===== src/rtl/breadboard_sweeper_if.sv =====
// breadboard_sweeper_if: host and breadboard signals of the sweeper
//   master: host/bench side (drives start, expected-table writes, readback address and breadboard response f)
//   slave : sweeper side (drives stimulus w,x,y,z, readback data and sweep status)
interface breadboard_sweeper_if #(parameter int NF = 10);
    logic          start;
    logic          exp_we;
    logic [3:0]    exp_addr;
    logic [NF-1:0] exp_data;
    logic [3:0]    rd_addr;
    logic [NF-1:0] rd_data;
    logic          w, x, y, z;
    logic [NF-1:0] f;
    logic          busy, done, pass;
    logic [4:0]    err_count;
    logic          err_seen;
    logic [3:0]    first_err_row;
    modport master (
        output start, exp_we, exp_addr, exp_data, rd_addr, f,
        input  rd_data, w, x, y, z, busy, done, pass, err_count, err_seen, first_err_row
    );
    modport slave (
        input  start, exp_we, exp_addr, exp_data, rd_addr, f,
        output rd_data, w, x, y, z, busy, done, pass, err_count, err_seen, first_err_row
    );
endinterface


===== src/rtl/breadboard_sweeper.sv =====
// breadboard_sweeper: walks a 4-input breadboard through rows 0..15, captures its NF outputs and checks them
//   clk   : clock, all state changes on the rising edge
//   reset : synchronous active-high reset
//   bus   : slave side of breadboard_sweeper_if (start, expected-table write, readback, stimulus, status)
module breadboard_sweeper #(
    parameter int SETTLE = 4,
    parameter int NF     = 10
) (
    input  logic                 clk,
    input  logic                 reset,
    breadboard_sweeper_if.slave  bus
);
    typedef enum logic [1:0] {IDLE, WAIT, SAMPLE, DONE} state_t;
    localparam logic [3:0] SETTLE_C = 4'(SETTLE);
    state_t        state_q, state_d;
    logic [3:0]    row_q, row_d;
    logic [3:0]    cnt_q, cnt_d;
    logic [4:0]    err_count_q, err_count_d;
    logic          err_seen_q, err_seen_d;
    logic [3:0]    first_err_row_q, first_err_row_d;
    logic          pass_q, pass_d;
    logic [NF-1:0] rd_data_q;
    logic [NF-1:0] exp_mem [16];
    logic [NF-1:0] cap_mem [16];
    logic          idle_like, mism;
    assign idle_like = (state_q == IDLE) || (state_q == DONE);
    assign mism      = bus.f != exp_mem[row_q];
    always_comb begin
        state_d         = state_q;
        row_d           = row_q;
        cnt_d           = cnt_q;
        err_count_d     = err_count_q;
        err_seen_d      = err_seen_q;
        first_err_row_d = first_err_row_q;
        pass_d          = pass_q;
        case (state_q)
            IDLE, DONE: if (bus.start) begin
                state_d         = WAIT;
                row_d           = '0;
                cnt_d           = SETTLE_C;
                err_count_d     = '0;
                err_seen_d      = 1'b0;
                first_err_row_d = '0;
                pass_d          = 1'b0;
            end
            WAIT: begin
                cnt_d   = cnt_q - 4'd1;
                state_d = (cnt_q == 4'd1) ? SAMPLE : WAIT;
            end
            SAMPLE: begin
                err_count_d = err_count_q + {4'b0, mism};
                if (mism && !err_seen_q) begin
                    err_seen_d      = 1'b1;
                    first_err_row_d = row_q;
                end
                if (row_q == 4'd15) begin
                    state_d = DONE;
                    pass_d  = err_count_d == 5'd0;
                end else begin
                    state_d = WAIT;
                    row_d   = row_q + 4'd1;
                    cnt_d   = SETTLE_C;
                end
            end
            default: state_d = IDLE;
        endcase
    end
    always_ff @(posedge clk) begin
        if (reset) begin
            state_q         <= IDLE;
            row_q           <= '0;
            cnt_q           <= '0;
            err_count_q     <= '0;
            err_seen_q      <= 1'b0;
            first_err_row_q <= '0;
            pass_q          <= 1'b0;
            rd_data_q       <= '0;
        end else begin
            state_q         <= state_d;
            row_q           <= row_d;
            cnt_q           <= cnt_d;
            err_count_q     <= err_count_d;
            err_seen_q      <= err_seen_d;
            first_err_row_q <= first_err_row_d;
            pass_q          <= pass_d;
            rd_data_q       <= cap_mem[bus.rd_addr];
        end
    end
    // Tables are never cleared; capture rows survive a mid-sweep reset.
    always_ff @(posedge clk) begin
        if (!reset && idle_like && bus.exp_we)
            exp_mem[bus.exp_addr] <= bus.exp_data;
        if (!reset && state_q == SAMPLE)
            cap_mem[row_q] <= bus.f;
    end
    assign {bus.w, bus.x, bus.y, bus.z} = row_q;
    assign bus.busy          = (state_q == WAIT) || (state_q == SAMPLE);
    assign bus.done          = state_q == DONE;
    assign bus.pass          = pass_q;
    assign bus.err_count     = err_count_q;
    assign bus.err_seen      = err_seen_q;
    assign bus.first_err_row = first_err_row_q;
    assign bus.rd_data       = rd_data_q;
endmodule


===== src/flat_wrapper.sv =====
// flat-port wrapper written by rule: the top's interface ports become plain ports
module breadboard_sweeper_flat 
#(
    parameter int SETTLE = 4,
    parameter int NF     = 10
)
  (clk, reset, bus_start, bus_exp_we, bus_exp_addr, bus_exp_data, bus_rd_addr, bus_f, bus_rd_data, bus_w, bus_x, bus_y, bus_z, bus_busy, bus_done, bus_pass, bus_err_count, bus_err_seen, bus_first_err_row);
  breadboard_sweeper_if #(.NF(NF)) bus_i ();
  input  logic clk;
  input  logic reset;
  input wire logic [$bits(bus_i.start)-1:0] bus_start;
  input wire logic [$bits(bus_i.exp_we)-1:0] bus_exp_we;
  input wire logic [$bits(bus_i.exp_addr)-1:0] bus_exp_addr;
  input wire logic [$bits(bus_i.exp_data)-1:0] bus_exp_data;
  input wire logic [$bits(bus_i.rd_addr)-1:0] bus_rd_addr;
  input wire logic [$bits(bus_i.f)-1:0] bus_f;
  output wire logic [$bits(bus_i.rd_data)-1:0] bus_rd_data;
  output wire logic [$bits(bus_i.w)-1:0] bus_w;
  output wire logic [$bits(bus_i.x)-1:0] bus_x;
  output wire logic [$bits(bus_i.y)-1:0] bus_y;
  output wire logic [$bits(bus_i.z)-1:0] bus_z;
  output wire logic [$bits(bus_i.busy)-1:0] bus_busy;
  output wire logic [$bits(bus_i.done)-1:0] bus_done;
  output wire logic [$bits(bus_i.pass)-1:0] bus_pass;
  output wire logic [$bits(bus_i.err_count)-1:0] bus_err_count;
  output wire logic [$bits(bus_i.err_seen)-1:0] bus_err_seen;
  output wire logic [$bits(bus_i.first_err_row)-1:0] bus_first_err_row;
  assign bus_i.start = bus_start;
  assign bus_i.exp_we = bus_exp_we;
  assign bus_i.exp_addr = bus_exp_addr;
  assign bus_i.exp_data = bus_exp_data;
  assign bus_i.rd_addr = bus_rd_addr;
  assign bus_i.f = bus_f;
  assign bus_rd_data = bus_i.rd_data;
  assign bus_w = bus_i.w;
  assign bus_x = bus_i.x;
  assign bus_y = bus_i.y;
  assign bus_z = bus_i.z;
  assign bus_busy = bus_i.busy;
  assign bus_done = bus_i.done;
  assign bus_pass = bus_i.pass;
  assign bus_err_count = bus_i.err_count;
  assign bus_err_seen = bus_i.err_seen;
  assign bus_first_err_row = bus_i.first_err_row;
  breadboard_sweeper #(.SETTLE(SETTLE), .NF(NF)) u_core (.clk(clk), .reset(reset), .bus(bus_i));
endmodule

===== config.mk =====
export PLATFORM = sky130hd
export DESIGN_NAME = breadboard_sweeper_flat
export DESIGN_NICKNAME = d
export VERILOG_FILES = /design/src/rtl/breadboard_sweeper_if.sv /design/src/rtl/breadboard_sweeper.sv /design/src/flat_wrapper.sv
export SDC_FILE = /design/constraint.sdc
export NUM_CORES = 1
export LEC_CHECK = 0
export ABC_AREA = 0
export CAP_MARGIN = 10
export CORE_UTILIZATION = 35
export CTS_CLUSTER_DIAMETER = 200
export CTS_CLUSTER_SIZE = 8
export DETAILED_ROUTE_END_ITERATION = 12
export PLACE_DENSITY = 0.62
export SKIP_CTS_REPAIR_TIMING = 1
export SLEW_MARGIN = 20
export SYNTH_ARGS = -nofsm -noshare
export SYNTH_HDL_FRONTEND = slang
export SYNTH_SLANG_ARGS = --single-unit

===== constraint.sdc =====
create_clock -name clk -period 7 [get_ports clk]
set_input_delay 2.1 -clock clk [delete_from_list [all_inputs] [get_ports clk]]
set_output_delay 2.1 -clock clk [all_outputs]
set_load 0.01 [all_outputs]

==> results.py, run 1 <==
metrics = {
    "grt": {
        "grt_pass1_vias": 7546,
        "grt_pass1_wl_mm": 46.72,
        "gr-total-overflow": 0,
        "grt_max_degree": 41,
        "grt_usage": 0.1540,
        "antenna_found_initial": 0,
    },
    "timing": {
        "tightestPinTransition_ns": 1.088,
        "finalMaxSlewViolations": 0,
        "slew_headroom": 0.2744,
        "layout_setup_ws_ns": 1.962,
        "max_freq_ghz": 0.1985,
        "setup_violations": 0,
        "hold_violations": 0,
        "skew_ns": 0.02594,
        "rsz0062_at_grt": "no",
        "min_period_over_period": 0.7197,
        "min_period_ns": 5.038,
        "setup_tns_ns": 0,
    },
    "detailed_routing": {
        "drt_iter0_drc": 468,
        "first_pass_iters": 5,
        "routed_wl_mm": 31.04,
        "wl_per_cell_um": 21.91,
        "drc": 0,
        "vias": 7252,
        "ant_nets": 0,
        "via_per_inst": 5.118,
    },
    "floorplanning": {
        "io_pins": 59,
        "coreArea_um2": 39820,
        "rows": 73,
        "die_x_um": 203.0,
        "die_height_um": 203.0,
        "die_area_um2": 41210,
        "start_util": 0.3551,
    },
    "placed_design": {
        "preCtsSetupSlack_ns": 1.398,
        "numPortBuffers": 58,
        "dpl.hpwl_mm": 18.58,
        "gp_congestion": 0.7411,
    },
    "synth": {
        "yosysWarnings": 0,
        "synth_commonest_cells": "320 x edfxtp_1, 70 x mux4_2, 41 x nor2_1",
        "synth_xor_area_frac": 0.009910,
        "synth-compound-area-share": 0.03318,
        "synth_top_family_by_area": "multiplexers",
        "ys_async_sr_fraction": 0,
        "synth.most_common_cell": "edfxtp_1",
        "synthAdderAreaFrac": 0.009733,
        "synth_cell_type_count": 54,
        "synth_top_area_share": 0.6795,
        "ys_ff_latch": 355,
        "syn_avg_cell_area_um2": 18.71,
        "synthSimpleGateAreaFrac": 0.05265,
        "synth_fp_nets": 799,
        "synth_edf_count": 320,
        "synthCells": 756,
        "synth-seq-area-share": 0.7291,
        "dominantRegCellSynth": "edfxtp_1",
        "yosys-mux-area-fraction": 0.1496,
        "synth_largest_area_cell": "edfxtp_1",
        "synth.top_cells.by_area": "edfxtp_1 68%, mux4_2 11%, dfxtp_1 5.0%, mux2i_1 2.6%, nor2_1 1.1%",
        "synth.cell_area_um2": 14140,
    },
    "setup_path": {
        "cp_max_fo": 19,
        "end_kind": "register",
        "setup.worst_path.start_class": "input port",
        "cp_num_buf_inv": 1,
        "cp_top_family": "compound AO/OA/AOI/OAI gates",
        "required_ns": 7.42,
        "critPathSlowestCell": "clkdlybuf4s50_1",
        "slowest_delay_ns": 0.87,
        "cp.arrival_ns": 5.46,
        "reg2reg_setup_slack_ns": 2.76,
        "worstSetupPathType": "input port to register",
        "cp_cell_sequence": "clkdlybuf4s50_1 -> and4b_1 -> a211o_1 -> a2111o_1 -> nand4b_2 -> ha_1 -> ha_1 -> nand3_1 -> nor2_1 -> mux2_2 -> a222oi_1 -> nor2_1",
    },
    "clock_network": {
        "cts_max_level": 2,
        "numClockSinks": 355,
        "cts-root-buf": "clkbuf_16",
        "numCtsBuffers": 50,
        "cts_tree": "done",
        "path_clk_slew_ns": 0.05,
        "cts.path.max_buffers": 3,
        "insertion_delay_ns": 0.55,
    },
    "flow_run": {
        "maxCapViolations": 0,
    },
    "pwr": {
        "power.leakage_nw": 5.347,
        "peakVddDrop_uv": 244.2,
        "powerDensity_nw_per_um2": 277.1,
    },
    "final_layout": {
        "drive_above_1_share": 0.1928,
        "synthToLayoutAreaGrowth_pct": 19.29,
        "num_antenna_cells": 0,
        "fin_nets": 902,
    },
    "run_status": {
        "outcome": "complete, no violations",
    },
    "worst_hold_path": {
        "hold_class": "register to register",
    },
}
## registers in the layout (all words and copies together), names as in the netlist, named ones only
name	count
u_core.cap_mem	160
u_core.exp_mem	160
u_core.bus.rd_data	10
u_core.bus.err_count	5
u_core.bus.first_err_row	4
u_core.cnt_q	4
u_core.row_q	4
u_core.state_q	2
u_core.bus.err_seen	1
u_core.bus.pass	1
## per-stage QoR
stage / hold WS (ns) / instance area (um^2) / total power [mW] / utilization / instances
4_1_cts: 0.4774 / 16850 / 4.721 / 0.4231 / 1417
6_report: 0.4722 / 16870 / 4.675 / 0.4236 / 1417
5_1_grt: 0.5073 / 16870 / 4.819 / 0.4236 / 1417
3_5_place_dp: 0.4700 / 15440 / 2.545 / 0.3877 / 1332
3_3_place_gp: 0.4569 / 15440 / 2.541 / 0.3877 / 1332
2_1_floorplan: 0.4410 / 14140 / 2.460 / - / 756
## final cells by class
| type | count | area (um^2) |
|---|---|---|
| clock inverters | 2 | 16.27 |
| flip-flops and latches | 355 | 10310 |
| well taps | 525 | 656.9 |
| clock buffers | 83 | 1396 |
| fillers | 3554 | 22950 |
| repair buffers | 83 | 760.7 |
| multi-input cells | 353 | 3667 |
| inverters | 16 | 60.06 |
## cell usage in the layout, fill, tap and decap left out, drive strengths merged, types with 6 or more instances in the layout
| cell | netlist | layout |
|---|---|---|
| mux2i | 37 | 37 |
| a22oi | 12 | 12 |
| clkbuf | 14 | 83 |
| nor4 | 7 | 7 |
| xnor2 | 10 | 10 |
| nor3 | 15 | 15 |
| nand2b | 7 | 7 |
| nor2 | 41 | 41 |
| dfxtp | 35 | 35 |
| xor2 | 6 | 6 |
| mux4 | 73 | 73 |
| edfxtp | 320 | 320 |
| nor2b | 20 | 20 |
| and2 | 16 | 16 |
| ha | 11 | 11 |
| nand2 | 21 | 21 |
| clkdlybuf4s50 | 0 | 56 |
| mux2 | 8 | 8 |
| buf | 18 | 27 |
| inv | 15 | 16 |
| a21oi | 13 | 13 |
## final timing paths
| path | cells past startpoint | to | from |
|---|---|---|---|
| min reg2reg | 2 | u_core.cnt_q[1] | u_core.cnt_q[1] |
| max reg2reg | 14 | u_core.bus.err_count[4] | register |
| max | 12 | u_core.bus.err_count[4] | bus_f[3] |
| min | 2 | u_core.cnt_q[1] | u_core.cnt_q[1] |
## report_power, final
part / leakage [nW] / switching (mW) / internal, mW
Sequential: 3.16 / 0.00555 / 2.33
Combinational: 1.51 / 0.0964 / 0.0755
Clock: 0.671 / 0.833 / 1.34
Total: 5.35 / 0.935 / 3.74
## tightest hold or removal path, stage by stage (launching register included)
cell	delay (ns)
dfxtp_1	0.32
nand2_1	0.06
a21oi_1	0.05
## cells by family (layout without fill, tap and decap cells)
family          Yosys count  in the layout
flops                   355            355
simple gates            144            144
mux                     118            118
compound gates           64             64
buf+inv                  48            184
xor+xnor                 16             16
fa+ha+maj                11             11
## per-layer routing
layer,track usage,vias to the layer above,share of wire
li1,-,3255,-
met1,0.2040,3747,0.43
met2,0.2602,209,0.50
met3,0.02488,41,0.050
met4,0.04619,0,0.017
met5,0,-,0
Note: power is estimated with default switching activity, not from simulation.
==> run 2, diff against run 1 <==
clock period = 4.9 ns   (was 7 ns; I/O delays follow)
==> results.py, run 2 (synthesized netlist as in run 1, its figures left out) <==
metrics = {
    "run_status": {
        "outcome": "complete, no violations",
    },
    "placed_design": {
        "preCtsSetupSlack_ns": 0.1110,
        "dpl.hpwl_mm": 19.29,
        "place_inst": 1350,
        "gp_congestion": 0.7481,
        "numPortBuffers": 58,
        "dpl_cell_area_um2": 15610,
    },
    "clock_network": {
        "path_clk_slew_ns": 0.05,
        "cts-root-buf": "clkbuf_16",
        "cts.path.max_buffers": 3,
        "cts_tree": "done",
        "numCtsBuffers": 50,
        "cts_max_level": 2,
        "insertion_delay_ns": 0.55,
        "numClockSinks": 355,
    },
    "detailed_routing": {
        "routed_wl_mm": 30.88,
        "ant_nets": 0,
        "drt_iter0_drc": 434,
        "first_pass_iters": 4,
        "wl_per_cell_um": 21.54,
        "via_per_inst": 5.061,
        "drc": 0,
        "vias": 7258,
    },
    "grt": {
        "gr-total-overflow": 0,
        "grt_pass1_vias": 7506,
        "antenna_found_initial": 0,
        "grt_pass1_wl_mm": 46.19,
        "grt_usage": 0.1525,
        "grt_max_degree": 30,
    },
    "pwr": {
        "pwr-share-seq": 0.499,
        "peakVddDrop_uv": 263.4,
        "intPower_mw": 5.344,
        "powerDensity_nw_per_um2": 391.9,
        "p_comb_frac": 0.038,
        "p_clk_frac": 0.463,
        "p_switching_mw": 1.325,
        "swShare": 0.1987,
        "power.leakage_nw": 5.439,
    },
    "final_layout": {
        "finalNonFillerCells": 1434,
        "n_fill_cell": 3553,
        "num_antenna_cells": 0,
        "fin_nets": 920,
        "final_common_cell": "edfxtp_1",
        "final_area_um2": 17020,
        "seq_area_um2": 10310,
        "mostFrequentLayoutCells": "320 x edfxtp_1, 70 x mux4_2, 56 x clkdlybuf4s50_1, 51 x clkbuf_16, 41 x nor2_1",
        "drive_above_1_share": 0.2079,
        "synthToLayoutAreaGrowth_pct": 20.36,
        "multiInputGateArea_um2": 3652,
    },
    "floorplanning": {
        "io_pins": 59,
        "rows": 73,
        "start_util": 0.3551,
        "die_x_um": 203.0,
        "die_height_um": 203.0,
        "coreArea_um2": 39820,
        "die_area_um2": 41210,
    },
    "setup_path": {
        "cp.arrival_ns": 4.89,
        "end_kind": "register",
        "cp_max_fo": 17,
        "required_ns": 5.32,
        "worstSetupPathType": "register to register",
        "setup.worst_path.start_class": "register",
    },
    "timing": {
        "tightestPinTransition_ns": 1.066,
        "max_freq_ghz": 0.2236,
        "hold_violations": 0,
        "slew_headroom": 0.2887,
        "setup_tns_ns": 0,
        "setup_violations": 0,
        "skew_ns": 0.02143,
        "layout_setup_ws_ns": 0.4275,
        "min_period_over_period": 0.9128,
        "finalMaxSlewViolations": 0,
        "hold-worst-slack_ns": 0.4696,
        "rsz0062_at_grt": "no",
        "min_period_ns": 4.472,
    },
    "worst_hold_path": {
        "holdCritStartpoint": "u_core.cnt_q[1]",
        "hold_class": "register to register",
    },
    "flow_run": {
        "maxCapViolations": 0,
    },
}
==> run 2: cell count changes in the layout (fill, tap and decap cells not counted), sizes merged <==
cell    change
buf        +18
clkbuf      -1
==> run 2: layer usage <==
metal,global-route usage,share of wire,vias up
li1,-,-,3296
met1,0.1887,0.42,3747
met2,0.2720,0.52,165
met3,0.02632,0.041,50
met4,0.04511,0.022,0
met5,0,0,-
==> run 2: worst max-delay path, cell delays in order (launching register included) <==
cell,delay (ns)
dfxtp_1,0.85
buf_4,0.40
nor2_1,0.11
a221oi_1,0.49
xor2_1,0.13
o41ai_1,0.68
nand4b_2,0.34
ha_1,0.30
ha_1,0.24
nand3_1,0.12
nor2_1,0.06
mux2_2,0.27
a222oi_1,0.29
nor2_1,0.06
==> run 2: final timing paths <==
kind	to	slack (ns)	depth (start not counted)
worst max-delay path	u_core.bus.err_count[4]	0.43	13
worst min-delay path	u_core.cnt_q[1]	0.47	2
worst max register to register	u_core.bus.err_count[4]	0.43	13
worst min register to register	u_core.cnt_q[1]	0.47	2
==> run 2: power groups by stage <==
stage	logic (mW)	clock network, mW	registers [mW]
after CTS	0.257	3.14	3.33
after global placement	0.251	0	3.39
after detailed placement	0.256	0	3.39
final	0.253	3.09	3.33
after global routing	0.277	3.26	3.33
after floorplan	0.124	0	3.39
==> run 2: area by class of cell <==
type | count | share of cell area
clock inverter | 2 | 0.0009557
multi-input combinational | 353 | 0.2146
sequential | 355 | 0.6058
clock buffer | 82 | 0.08182
tap | 525 | 0.03859
timing repair buffer | 101 | 0.05469
inverter | 16 | 0.003529
==> run 2: through the flow <==
| step | total power [mW] | util |
|---|---|---|
| after global routing | 6.863 | 0.4274 |
| final | 6.670 | 0.4274 |
| after CTS | 6.728 | 0.4274 |
| after detailed placement | 3.643 | 0.3920 |
| after global placement | 3.638 | 0.3920 |
| after floorplan | 3.514 | - |
